**src/rtl/seq_detect_bcd_counter_if.sv**
```systemverilog
// Serial-bit in / detection-count out bundle for seq_detect_bcd_counter.
// The bit source (master) drives bit_in/bit_valid/clear; the detector (slave) drives the results.
interface seq_detect_bcd_counter_if #(
    parameter int DIGITS = 4
);
    logic                  bit_in;
    logic                  bit_valid;
    logic                  clear;
    logic                  match;
    logic [4*DIGITS-1:0]   count;
    logic                  max_tick;
    logic                  overflow;

    modport master (
        output bit_in, bit_valid, clear,
        input  match, count, max_tick, overflow
    );

    modport slave (
        input  bit_in, bit_valid, clear,
        output match, count, max_tick, overflow
    );
endinterface

```
**src/rtl/seq_detect_bcd_counter.sv**
```systemverilog
// Serial pattern detector with a BCD detection counter; bit_in is sampled only when bit_valid=1.
// All outputs are registered; reset and clear both return every register to zero.
module seq_detect_bcd_counter #(
    parameter int                 PAT_LEN  = 4,
    parameter logic [PAT_LEN-1:0] PATTERN  = 4'b1011,
    parameter bit                 OVERLAP  = 1'b1,
    parameter int                 DIGITS   = 4,
    parameter bit                 SATURATE = 1'b0
) (
    input  logic                    clk,
    input  logic                    reset,
    seq_detect_bcd_counter_if.slave sd
);
    localparam int FW = $clog2(PAT_LEN + 1);
    localparam int CW = 4 * DIGITS;

    function automatic logic [CW-1:0] f_all_nines();
        logic [CW-1:0] v;
        v = '0;
        for (int d = 0; d < DIGITS; d++) begin
            v[4*d +: 4] = 4'd9;
        end
        return v;
    endfunction

    localparam logic [CW-1:0] ALL9 = f_all_nines();

    logic [PAT_LEN-1:0] r_hist;
    logic [FW-1:0]      r_fill;
    logic               r_match;
    logic [CW-1:0]      r_count;
    logic               r_max_tick;
    logic               r_overflow;

    logic [PAT_LEN-1:0] w_hist_next;
    logic [FW-1:0]      w_fill_next;
    logic               w_hit;
    logic [CW-1:0]      w_count_inc;
    logic               w_at_all9;
    logic               w_reach_all9;
    logic               w_tick;

    assign w_hist_next = {r_hist[PAT_LEN-2:0], sd.bit_in};
    // Fill saturates at PAT_LEN so that reset zeros in the history are never mistaken for pattern bits.
    assign w_fill_next = (r_fill == FW'(PAT_LEN)) ? r_fill : r_fill + FW'(1);
    assign w_hit       = (w_hist_next == PATTERN) && (w_fill_next == FW'(PAT_LEN));

    // Ripple BCD increment: a 9 rolls to 0 and passes the carry upward.
    always_comb begin : p_bcd_inc
        logic v_carry;
        v_carry     = 1'b1;
        w_count_inc = r_count;
        for (int d = 0; d < DIGITS; d++) begin
            if (v_carry) begin
                if (r_count[4*d +: 4] == 4'd9) begin
                    w_count_inc[4*d +: 4] = 4'd0;
                end else begin
                    w_count_inc[4*d +: 4] = r_count[4*d +: 4] + 4'd1;
                    v_carry               = 1'b0;
                end
            end
        end
    end

    assign w_at_all9    = (r_count == ALL9);
    assign w_reach_all9 = (w_count_inc == ALL9);
    // Wrap mode ticks on the roll-over; saturate mode ticks on the increment that lands on all-9s.
    assign w_tick       = SATURATE ? w_reach_all9 : w_at_all9;

    always_ff @(posedge clk) begin
        if (reset || sd.clear) begin
            r_hist     <= '0;
            r_fill     <= '0;
            r_match    <= 1'b0;
            r_count    <= '0;
            r_max_tick <= 1'b0;
            r_overflow <= 1'b0;
        end else begin
            r_match    <= 1'b0;
            r_max_tick <= 1'b0;
            if (sd.bit_valid) begin
                r_hist <= w_hist_next;
                if (w_hit) begin
                    r_match <= 1'b1;
                    r_fill  <= OVERLAP ? w_fill_next : '0;
                    if (!(SATURATE && w_at_all9)) begin
                        r_count <= w_count_inc;
                    end
                    if (w_tick) begin
                        r_max_tick <= 1'b1;
                        r_overflow <= 1'b1;
                    end
                end else begin
                    r_fill <= w_fill_next;
                end
            end
        end
    end

    assign sd.match    = r_match;
    assign sd.count    = r_count;
    assign sd.max_tick = r_max_tick;
    assign sd.overflow = r_overflow;

endmodule
```
**src/flat_wrapper.sv**
```systemverilog
// flat-port wrapper written by rule: the top's interface ports become plain ports
module seq_detect_bcd_counter_flat 
#(
    parameter int                 PAT_LEN  = 4,
    parameter logic [PAT_LEN-1:0] PATTERN  = 4'b1011,
    parameter bit                 OVERLAP  = 1'b1,
    parameter int                 DIGITS   = 4,
    parameter bit                 SATURATE = 1'b0
)
  (clk, reset, sd_bit_in, sd_bit_valid, sd_clear, sd_match, sd_count, sd_max_tick, sd_overflow);
  seq_detect_bcd_counter_if #(.DIGITS(DIGITS)) sd_i ();
  input  logic clk;
  input  logic reset;
  input wire logic [$bits(sd_i.bit_in)-1:0] sd_bit_in;
  input wire logic [$bits(sd_i.bit_valid)-1:0] sd_bit_valid;
  input wire logic [$bits(sd_i.clear)-1:0] sd_clear;
  output wire logic [$bits(sd_i.match)-1:0] sd_match;
  output wire logic [$bits(sd_i.count)-1:0] sd_count;
  output wire logic [$bits(sd_i.max_tick)-1:0] sd_max_tick;
  output wire logic [$bits(sd_i.overflow)-1:0] sd_overflow;
  assign sd_i.bit_in = sd_bit_in;
  assign sd_i.bit_valid = sd_bit_valid;
  assign sd_i.clear = sd_clear;
  assign sd_match = sd_i.match;
  assign sd_count = sd_i.count;
  assign sd_max_tick = sd_i.max_tick;
  assign sd_overflow = sd_i.overflow;
  seq_detect_bcd_counter #(.PAT_LEN(PAT_LEN), .PATTERN(PATTERN), .OVERLAP(OVERLAP), .DIGITS(DIGITS), .SATURATE(SATURATE)) u_core (.clk(clk), .reset(reset), .sd(sd_i));
endmodule
```
**config.mk**
```make
export PLATFORM = sky130hd
export DESIGN_NAME = seq_detect_bcd_counter_flat
export DESIGN_NICKNAME = d
export VERILOG_FILES = /design/src/rtl/seq_detect_bcd_counter_if.sv /design/src/rtl/seq_detect_bcd_counter.sv /design/src/flat_wrapper.sv
export SDC_FILE = /design/constraint.sdc
export NUM_CORES = 1
export LEC_CHECK = 0
export ABC_CLOCK_PERIOD_IN_PS = 3200
export BUFFER_PORTS_ARGS = -buffer_cell sky130_fd_sc_hd__buf_2
export CAP_MARGIN = 5
export CORE_MARGIN = 2
export CORE_UTILIZATION = 53
export DETAILED_ROUTE_END_ITERATION = 10
export PLACE_DENSITY_LB_ADDON = 0.12
export SLEW_MARGIN = 20
export SYNTH_ARGS = -nofsm -noshare
export SYNTH_HDL_FRONTEND = slang
export SYNTH_SLANG_ARGS = --single-unit
export TNS_END_PERCENT = 20
```
**constraint.sdc**
```tcl
create_clock -name clk -period 3.2 [get_ports clk]
set_input_delay 0.16 -clock clk [delete_from_list [all_inputs] [get_ports clk]]
set_output_delay 0.16 -clock clk [all_outputs]
set_load 0.03 [all_outputs]
```
==> results of run 1 <==
-- where the power goes --
group	internal, W	switching, W
sequential	0.000313	0.00000146
combinational	0.00000739	0.0000118
clock	0.0000470	0.0000961
total	0.000367	0.000109
-- logic make-up after synthesis --
group	Yosys count
AND/OR/NAND/NOR	62
XOR/XNOR	6
AO/OA/AOI/OAI	23
flip-flops	25
buffers and inverters	12
adder cells (fa/ha/maj)	2
multiplexers	9
-- registers in the layout (all words and copies together), names as in the netlist --
name	cells
u_core.sd.count	16
u_core.sd.match	1
u_core.sd.overflow	1
u_core.r_hist	3
u_core.r_fill	3
u_core.sd.max_tick	1
-- path summary, 6_finish.rpt --
check                           cells past startpoint  slack [ps]                  end
worst max-delay path                                7         470  u_core.sd.count[12]
worst min-delay path                                3          90     u_core.r_hist[0]
worst max register to register                      7         470  u_core.sd.count[12]
worst min register to register                      2         490   u_core.sd.overflow
-- worst max-delay path, cell delays in order, from the launching register on --
cell and delay, ps:
dfxtp_1 430, inv_1 100, ha_1 240, or3b_1 400
a311o_1 360, or4b_1 630, or3_1 350, a21oi_1 160
-- metrics by stage --
| stage | worst slack (ps) | hold WS [ps] | area [um2] | total power [W] | utilization (%) |
|---|---|---|---|---|---|
| 3_3_place_gp | 614 | 412 | 1350 | 0.000339 | 61.4 |
| 2_1_floorplan | 677 | 307 | 1210 | 0.000335 | - |
| 3_5_place_dp | 489 | 434 | 1350 | 0.000340 | 61.4 |
| 4_1_cts | 459 | 81.3 | 1370 | 0.000483 | 62.6 |
| 6_report | 471 | 86.0 | 1370 | 0.000476 | 62.6 |
| 5_1_grt | 296 | 110 | 1370 | 0.000495 | 62.6 |
-- metal layers --
layer  routed length, um  global-route usage [%]  share of wire (%)  vias up
li1                    -                       -                  -      543
met3                 112                    6.32                4.9        3
met2                1030                    29.3                 46       20
met5                   0                       0                  0        -
met4                  17                    5.26               0.75        0
met1                1110                    24.0                 49      486
-- cell type report --
| class | instances | area share (%) |
|---|---|---|
| well taps | 28 | 2.55 |
| flip-flops and latches | 25 | 36.5 |
| inverters | 6 | 1.64 |
| repair buffers | 24 | 8.93 |
| clock buffers | 3 | 1.64 |
| multi-input cells | 102 | 48.4 |
| clock inverters | 1 | 0.365 |
-- Yosys cell counts (all sizes together), types with 2 or more instances --
cell	n	share of area, %
nand3	7	2.9
nand4	4	2.1
a21oi	10	4.1
xor2	2	1.4
dfxtp	25	41
xnor2	4	2.9
and4b	2	1.7
a311o	2	1.7
clkbuf	6	2.0
nand2	7	2.2
nor3	2	0.83
a21o	2	1.2
or3	3	1.5
nand2b	2	1.0
nor3b	4	2.5
nand4b	3	2.2
o21ai	3	1.2
inv	6	1.9
a31oi	2	1.0
nor2	19	5.9
ha	2	2.1
mux2i	9	7.4
==> qor.csv, run 1 <==
stage,metric,value,unit
timing,hold_viol,0,
layout,area_growth,13.3,%
die,start_util,55.3,%
drt,wire_per_inst,12.0,um
global_routing,grt_max_degree,24,
power_and_ir_drop,power.density,347,mW/mm2
yosys,synth_top_family_by_area,simple AND/OR/NAND/NOR gates,
global_routing,overflow,0,
timing,fin_worst_skew,2.66,ps
drt,drt_iter0_markers,15,
clocking,clk_latency,330,ps
global_routing,antenna_found_initial,0,
die,core-area,0.00219,mm2
yosys,synth_ff_type,dfxtp_1,
placement,dp.cells,185,
worst_hold_path,hp-class,input port to flop,
yosys,synth_adder_area_share,2.07,%
global_routing,grt_usage,18.5,%
power_and_ir_drop,vdd_drop_max,0.000316,V
yosys,syn_nets,146,
drt,ant_nets,0,
yosys,async_reset_ff_share,0,%
yosys,synthCells,139,
clocking,htreeDepth,1,
timing,rsz0062_at_grt,false,
clocking,cts_tree,done,
clocking,cts_buffer_depth,2,
die,die-area,0.00268,mm2
timing,maxSlewHeadroom,58.6,%
setup_path,cp_max_fo,7,
run,max-cap-violations,0,
die,fp-row-count,17,
layout,instances_no_fill,189,
drt,drt_wl_total,2270,um
timing,maxSlewViolCount,0,
yosys,synth_area,0.00121,mm2
clocking,cts-root-buf,clkbuf_4,
yosys,muxShareOfSynthArea,7.44,%
layout,final_cell_mix,"dfxtp_1 (25), buf_2 (23), nor2_1 (19)",
setup_path,worst_setup_path_end_kind,flop,
yosys,synth_edf_count,0,
global_routing,grt_pass1_wl,3730,um
layout,drive_above_1_share,18.6,%
layout,final_net_count,169,
clocking,cts_made_buffers,3,
setup_path,worstPathRequired,3460,ps
drt,drt-pass1-iter-count,4,
timing,timing.fmax,366,MHz
layout,num_antenna_cells,0,
yosys,ys_seq_elements,25,
timing,fin_crit,2730,ps
timing,totalNegativeSetupSlack,0,ps
setup_path,crit_start,u_core.r_fill[0],
placement,routabilityCongestion,0.720,
power_and_ir_drop,power.leakage,0.546,nW
layout,final_common_cell,dfxtp_1,
clocking,cts_setup_buffers,0,
drt,viasPerCell,5.57,
die,die_height,51.8,um
yosys,ys_seq_area_share,41.3,%
placement,port_buffers,23,
placement,post-dp-hpwl,1560,um
global_routing,grt_pass1_vias,856,
yosys,synth_area_per_cell,8.71,um2
setup_path,cp-start-kind,flop,
layout,fillers,193,
yosys,synth-compound-area-share,12.2,%
worst_hold_path,hold_start,sd_bit_in,
layout,multi_input_area,664,um2
timing,setup_violations,0,
setup_path,critical_path_class,flop to flop,
drt,drcViolationCount,0,
timing,worst_pin_slew,616,ps
clocking,path_clk_slew,130,ps
drt,vias,1052,
clocking,postCtsHoldBufs,0,
setup_path,rr_startpoint,u_core.r_fill[0],
timing,post-route-period-util,85.3,%
yosys,synth_xor_area_share,4.34,%
layout,seq_area,500,um2
setup_path,crit_arrival,2990,ps
yosys,ys_types,36,
yosys,synthSimpleGateAreaFrac,28.8,%
die,die_w,51.8,um
status,status,completed,
yosys,yosysWarnings,0,
die,io_pins,24,
clocking,clock-sinks,25,
clocking,cts-resized-gates,0,
(Power assumes the default switching activity.)
==> inputs of run 2 (changes only) <==
--- a/config.mk
+++ b/config.mk
@@ -9,7 +9,7 @@
 export BUFFER_PORTS_ARGS = -buffer_cell sky130_fd_sc_hd__buf_2
 export CAP_MARGIN = 5
 export CORE_MARGIN = 2
-export CORE_UTILIZATION = 53
+export CORE_UTILIZATION = 35
 export DETAILED_ROUTE_END_ITERATION = 10
 export PLACE_DENSITY_LB_ADDON = 0.12
 export SLEW_MARGIN = 20
==> qor.csv, run 2 (synthesis results as in run 1) <==
stage,metric,value,unit,change
setup_path,cp_max_fo,7,,unchanged
setup_path,cp_slowest_cell,or4b_1,,
timing,fin_worst_skew,2.29,ps,-0.368 ps
global_routing,grt_max_degree,24,,unchanged
placement,dp.cells,203,,+9.7%
layout,area_growth,15.2,%,
timing,timing.fmax,364,MHz,-0.62%
setup_path,critical_path_class,flop to flop,,
clocking,postCtsHoldBufs,0,,unchanged
timing,fin_crit,2750,ps,+17.0 ps
layout,drive_above_1_share,18.6,%,unchanged
timing,maxSlewViolCount,0,,unchanged
die,core-area,0.00334,mm2,+52%
die,die_height,62.8,um,+21%
clocking,clock-sinks,25,,unchanged
placement,post-dp-hpwl,1680,um,+8.2%
power_and_ir_drop,power.leakage,0.546,nW,unchanged
clocking,cts-root-buf,clkbuf_4,,
timing,post-route-period-util,85.8,%,+0.53 points
setup_path,worst_setup_path_end_kind,flop,,
die,io_pins,24,,unchanged
drt,ant_nets,0,,unchanged
global_routing,antenna_found_initial,0,,unchanged
worst_hold_path,whs_path_depth,3,,unchanged
global_routing,grt_usage,13.8,%,-4.7 points
status,status,completed,,
die,start_util,36.3,%,-19 points
clocking,cts_buffer_depth,2,,unchanged
power_and_ir_drop,power.density,344,mW/mm2,-0.80%
setup_path,max_stage_delay,640,ps,about the same
drt,drt-pass1-iter-count,2,,-2
clocking,cts_made_buffers,3,,unchanged
layout,multi_input_area,664,um2,unchanged
layout,final_common_cell,dfxtp_1,,
clocking,cts_tree,done,,
placement,port_buffers,23,,unchanged
drt,wire_per_inst,11.8,um,-1.5%
placement,routabilityCongestion,0.777,,+8.0%
clocking,clk_latency,330,ps,about the same
setup_path,worstPathCellList,inv_1 > ha_1 > or3b_1 > a311o_1 > or4b_1 > or3_1 > a21oi_1,,
placement,dpl_cell_area,0.00137,mm2,+1.7%
setup_path,rr_startpoint,u_core.r_fill[0],,
run,max-cap-violations,0,,unchanged
setup_path,crit_arrival,3010,ps,+20 ps
drt,drcViolationCount,0,,unchanged
layout,final_net_count,169,,unchanged
layout,fillers,344,,+78%
setup_path,crit_start,u_core.r_fill[0],,
timing,hold_viol,0,,unchanged
drt,drt_wl_total,2450,um,+7.9%
layout,instances_no_fill,207,,+9.5%
layout,final_cell_mix,"dfxtp_1 (25), buf_2 (23), nor2_1 (19)",,
setup_path,r2r_cells,7,,unchanged
setup_path,worstPathRequired,3470,ps,about the same
die,die-area,0.00395,mm2,+47%
timing,rsz0062_at_grt,false,,
die,die_w,62.8,um,+21%
drt,vias,1060,,+0.76%
layout,largest_register_ff_count,16,,unchanged
clocking,path_clk_slew,140,ps,about the same
clocking,cts-resized-gates,0,,unchanged
layout,fin_area,0.00140,mm2,+1.6%
drt,viasPerCell,5.12,,-8.0%
timing,totalNegativeSetupSlack,0,ps,unchanged
setup_path,cp-start-kind,flop,,
layout,num_antenna_cells,0,,unchanged
layout,seq_area,500,um2,unchanged
timing,setup_violations,0,,unchanged
timing,holdWs,82.7,ps,-3.25 ps
clocking,htreeDepth,1,,unchanged
global_routing,overflow,0,,unchanged
worst_hold_path,hold_start,sd_bit_in,,
worst_hold_path,hp-class,input port to flop,,
drt,drt_iter0_markers,68,,+53
timing,setup_slack,454,ps,-17.0 ps
global_routing,grt_pass1_wl,4470,um,+20%
placement,dp_slack,512,ps,+22.5 ps
global_routing,grt_pass1_vias,1025,,+20%
timing,worst_pin_slew,630,ps,+13.6 ps
clocking,cts_setup_buffers,0,,unchanged
timing,maxSlewHeadroom,57.7,%,-0.91 points
die,fp-row-count,21,,+4
power_and_ir_drop,vdd_drop_max,0.000122,V,-61%
==> run 2: cell counts in the layout (fill, tap and decap cells not counted) <==
No cell type changed its count.
==> run 2: per-layer routing <==
metal / global-route usage (%) / routed length, um / vias up
met5: 0 / 0 / -
met4: 5.00 / 33 / 0
met3: 2.16 / 59 / 4
met2: 23.9 / 1140 / 16
met1: 17.3 / 1210 / 497
li1: - / - / 543
==> run 2: layout make-up <==
cell class / instances / area share [%]
clock buffer: 3 / 1.61
clock inverter: 1 / 0.359
inverter: 6 / 1.61
multi-input combinational: 102 / 47.6
sequential: 25 / 35.9
tap: 46 / 4.13
timing repair buffer: 24 / 8.79
==> run 2: worst max-delay path: cells and delay by family (launching register included) <==
kind            cells  cell delay [ps]
buf+inv             1              100
compound gates      2              530
flops               1              430
fa+ha+maj           1              240
simple gates        3             1400
==> run 2: through the flow <==
step,total power [W],utilization [%]
final,0.000480,41.8
after global placement,0.000340,41.0
after global routing,0.000500,41.8
after floorplan,0.000335,-
after CTS,0.000486,41.8
after detailed placement,0.000341,41.0
==> run 2: final timing paths <==
path                               to  slack [ps]
hold / removal       u_core.r_hist[0]          80
setup / recovery  u_core.sd.count[10]         450
setup reg to reg  u_core.sd.count[10]         450
hold reg to reg    u_core.sd.overflow         480
==> run 2: where the power goes <==
part	switching (W)	leakage, nW	internal [W]
clock	0.0000999	0.0177	0.0000470
sequential	0.00000142	0.202	0.000313
combinational	0.0000119	0.327	0.00000742
==> inputs of run 3 (changes only) <==
--- a/config.mk
+++ b/config.mk
@@ -8,9 +8,10 @@
 export ABC_CLOCK_PERIOD_IN_PS = 3200
 export BUFFER_PORTS_ARGS = -buffer_cell sky130_fd_sc_hd__buf_2
 export CAP_MARGIN = 5
-export CORE_MARGIN = 2
+export CORE_MARGIN = 1.5
 export CORE_UTILIZATION = 35
 export DETAILED_ROUTE_END_ITERATION = 10
+export MAX_ROUTING_LAYER = met4
 export PLACE_DENSITY_LB_ADDON = 0.12
 export SLEW_MARGIN = 20
 export SYNTH_ARGS = -nofsm -noshare
==> qor.csv, run 3 (synthesis results as in run 1) <==
stage,metric,value,unit,change
die,die-area,0.00382,mm2,-3.2%
worst_hold_path,hold_start,sd_bit_in,,
global_routing,grt_max_degree,24,,unchanged
layout,area_growth,15.1,%,about the same
run,max-cap-violations,0,,unchanged
timing,setup_violations,0,,unchanged
setup_path,worst_setup_path_end_kind,flop,,
clocking,clock-sinks,25,,unchanged
drt,vias,1041,,-1.8%
clocking,clk_latency,320,ps,about the same
drt,drt-pass1-iter-count,4,,+2
timing,maxSlewViolCount,0,,unchanged
die,fp-row-count,21,,unchanged
clocking,cts_tree,done,,
timing,fin_crit,2710,ps,-33.0 ps
timing,rsz0062_at_grt,false,,
setup_path,rrSetupSlack,490,ps,+30 ps
timing,hold_viol,0,,unchanged
clocking,postCtsHoldBufs,0,,unchanged
placement,post-dp-hpwl,1650,um,-1.8%
setup_path,crit_arrival,2970,ps,-40 ps
layout,fin_area,0.00139,mm2,about the same
timing,worst_pin_slew,605,ps,-24.5 ps
clocking,cts_buffer_depth,2,,unchanged
global_routing,busiest_layer,met2,,
layout,num_antenna_cells,0,,unchanged
global_routing,grt_usage,14.4,%,+0.57 points
setup_path,r2r_cells,7,,unchanged
power_and_ir_drop,vdd_drop_max,0.000116,V,-5.0%
timing,fin_worst_skew,2.56,ps,+0.273 ps
die,start_util,36.3,%,unchanged
global_routing,globalRouteMet3Util,2.48,%,+0.32 points
worst_hold_path,hold_end,u_core.r_hist[0],,
layout,drive_above_1_share,18.0,%,-0.62 points
layout,fillers,357,,+3.8%
placement,routabilityCongestion,0.820,,+5.5%
drt,drcViolationCount,0,,unchanged
setup_path,r2r-end,u_core.sd.count[12],,
timing,timing.fmax,369,MHz,+1.2%
power_and_ir_drop,power.density,342,mW/mm2,-0.80%
clocking,cts_made_buffers,3,,unchanged
clocking,cts-resized-gates,0,,unchanged
drt,ant_nets,0,,unchanged
timing,totalNegativeSetupSlack,0,ps,unchanged
layout,instances_no_fill,207,,unchanged
layout,final_common_cell,dfxtp_1,,
clocking,htreeDepth,1,,unchanged
drt,viasPerCell,5.03,,-1.8%
power_and_ir_drop,power.leakage,0.544,nW,-0.50%
worst_hold_path,hp-class,input port to flop,,
global_routing,grt_pass1_wl,4020,um,-10%
die,core-area,0.00334,mm2,unchanged
worst_hold_path,whs_path_depth,3,,unchanged
setup_path,critical_path_class,flop to flop,,
setup_path,cp-start-kind,flop,,
setup_path,worstPathRequired,3460,ps,about the same
die,die_w,61.8,um,-1.6%
clocking,cts-root-buf,clkbuf_4,,
setup_path,rr_startpoint,u_core.r_fill[0],,
clocking,path_clk_slew,130,ps,about the same
global_routing,grt_pass1_vias,914,,-11%
clocking,cts_setup_buffers,0,,unchanged
die,io_pins,24,,unchanged
layout,largest_register_ff_count,16,,unchanged
drt,drt_iter0_markers,73,,+7.4%
timing,holdWs,83.0,ps,+0.260 ps
global_routing,overflow,0,,unchanged
placement,dpl_cell_area,0.00137,mm2,unchanged
status,status,completed,,
layout,final_net_count,169,,unchanged
drt,drt_wl_total,2340,um,-4.6%
global_routing,antenna_found_initial,0,,unchanged
setup_path,cp_max_fo,7,,unchanged
drt,wire_per_inst,11.3,um,-4.6%
timing,post-route-period-util,84.8,%,-1.0 points
timing,maxSlewHeadroom,59.3,%,+1.6 points
layout,final_cell_mix,"dfxtp_1 (25), buf_2 (23), nor2_1 (19)",,
global_routing,use_met2,22.3,%,-1.7 points
global_routing,met1_usage,18.4,%,+1.1 points
placement,port_buffers,23,,unchanged
die,die_height,61.8,um,-1.6%
placement,dp.cells,203,,unchanged
==> run 3: cell count changes in the layout (fill, tap and decap cells not counted) <==
cell,previous run,this run
clkinv_2,1,0
clkbuf_1,0,1
==> run 3: report_power, final <==
part           leakage [nW]  switching [W]  internal (W)
Clock                0.0150      0.0000940     0.0000489
Sequential            0.202     0.00000143      0.000313
Combinational         0.327      0.0000117    0.00000741
Total                 0.544       0.000107      0.000369
==> run 3: metal layers <==
metal,share of wire [%],wire length (um)
met1,49,1160
met2,46,1080
met3,2.3,53
met4,2.2,51
met5,0,0
==> run 3: worst max-delay path, cell delays in order, from the launching register on <==
cell and delay, ps:
dfxtp_1 430, inv_1 100, ha_1 240, or3b_1 400, a311o_1 360, or4b_1 630, or3_1 340, a21oi_1 150
==> run 3: per-stage QoR <==
stage / total power, W / util, % / setup WS (ps)
6_report: 0.000476 / 41.8 / 487
5_1_grt: 0.000500 / 41.8 / 290
4_1_cts: 0.000487 / 41.8 / 471
3_5_place_dp: 0.000341 / 41.0 / 504
3_3_place_gp: 0.000340 / 41.0 / 610
2_1_floorplan: 0.000335 / - / 677
==> run 3: how the worst max path moves through the flow <==
stage                                 from                   to  slack [ps]  cells past startpoint
after floorplan           u_core.r_fill[0]  u_core.sd.count[12]         680                      8
after global placement    u_core.r_fill[0]  u_core.sd.count[10]         610                      7
after detailed placement  u_core.r_fill[0]  u_core.sd.count[12]         500                      7
after CTS                 u_core.r_fill[0]  u_core.sd.count[12]         470                      7
after global routing      u_core.r_fill[0]  u_core.sd.count[12]         290                      7
final                     u_core.r_fill[0]  u_core.sd.count[12]         490                      7
==> run 3: final cells by class <==
cell class / instances / area [um2] / area share, %
inverter: 6 / 22.5 / 1.62
sequential: 25 / 500 / 35.9
clock buffer: 4 / 26.3 / 1.89
timing repair buffer: 24 / 123 / 8.80
multi-input combinational: 102 / 664 / 47.7
tap: 46 / 57.6 / 4.13
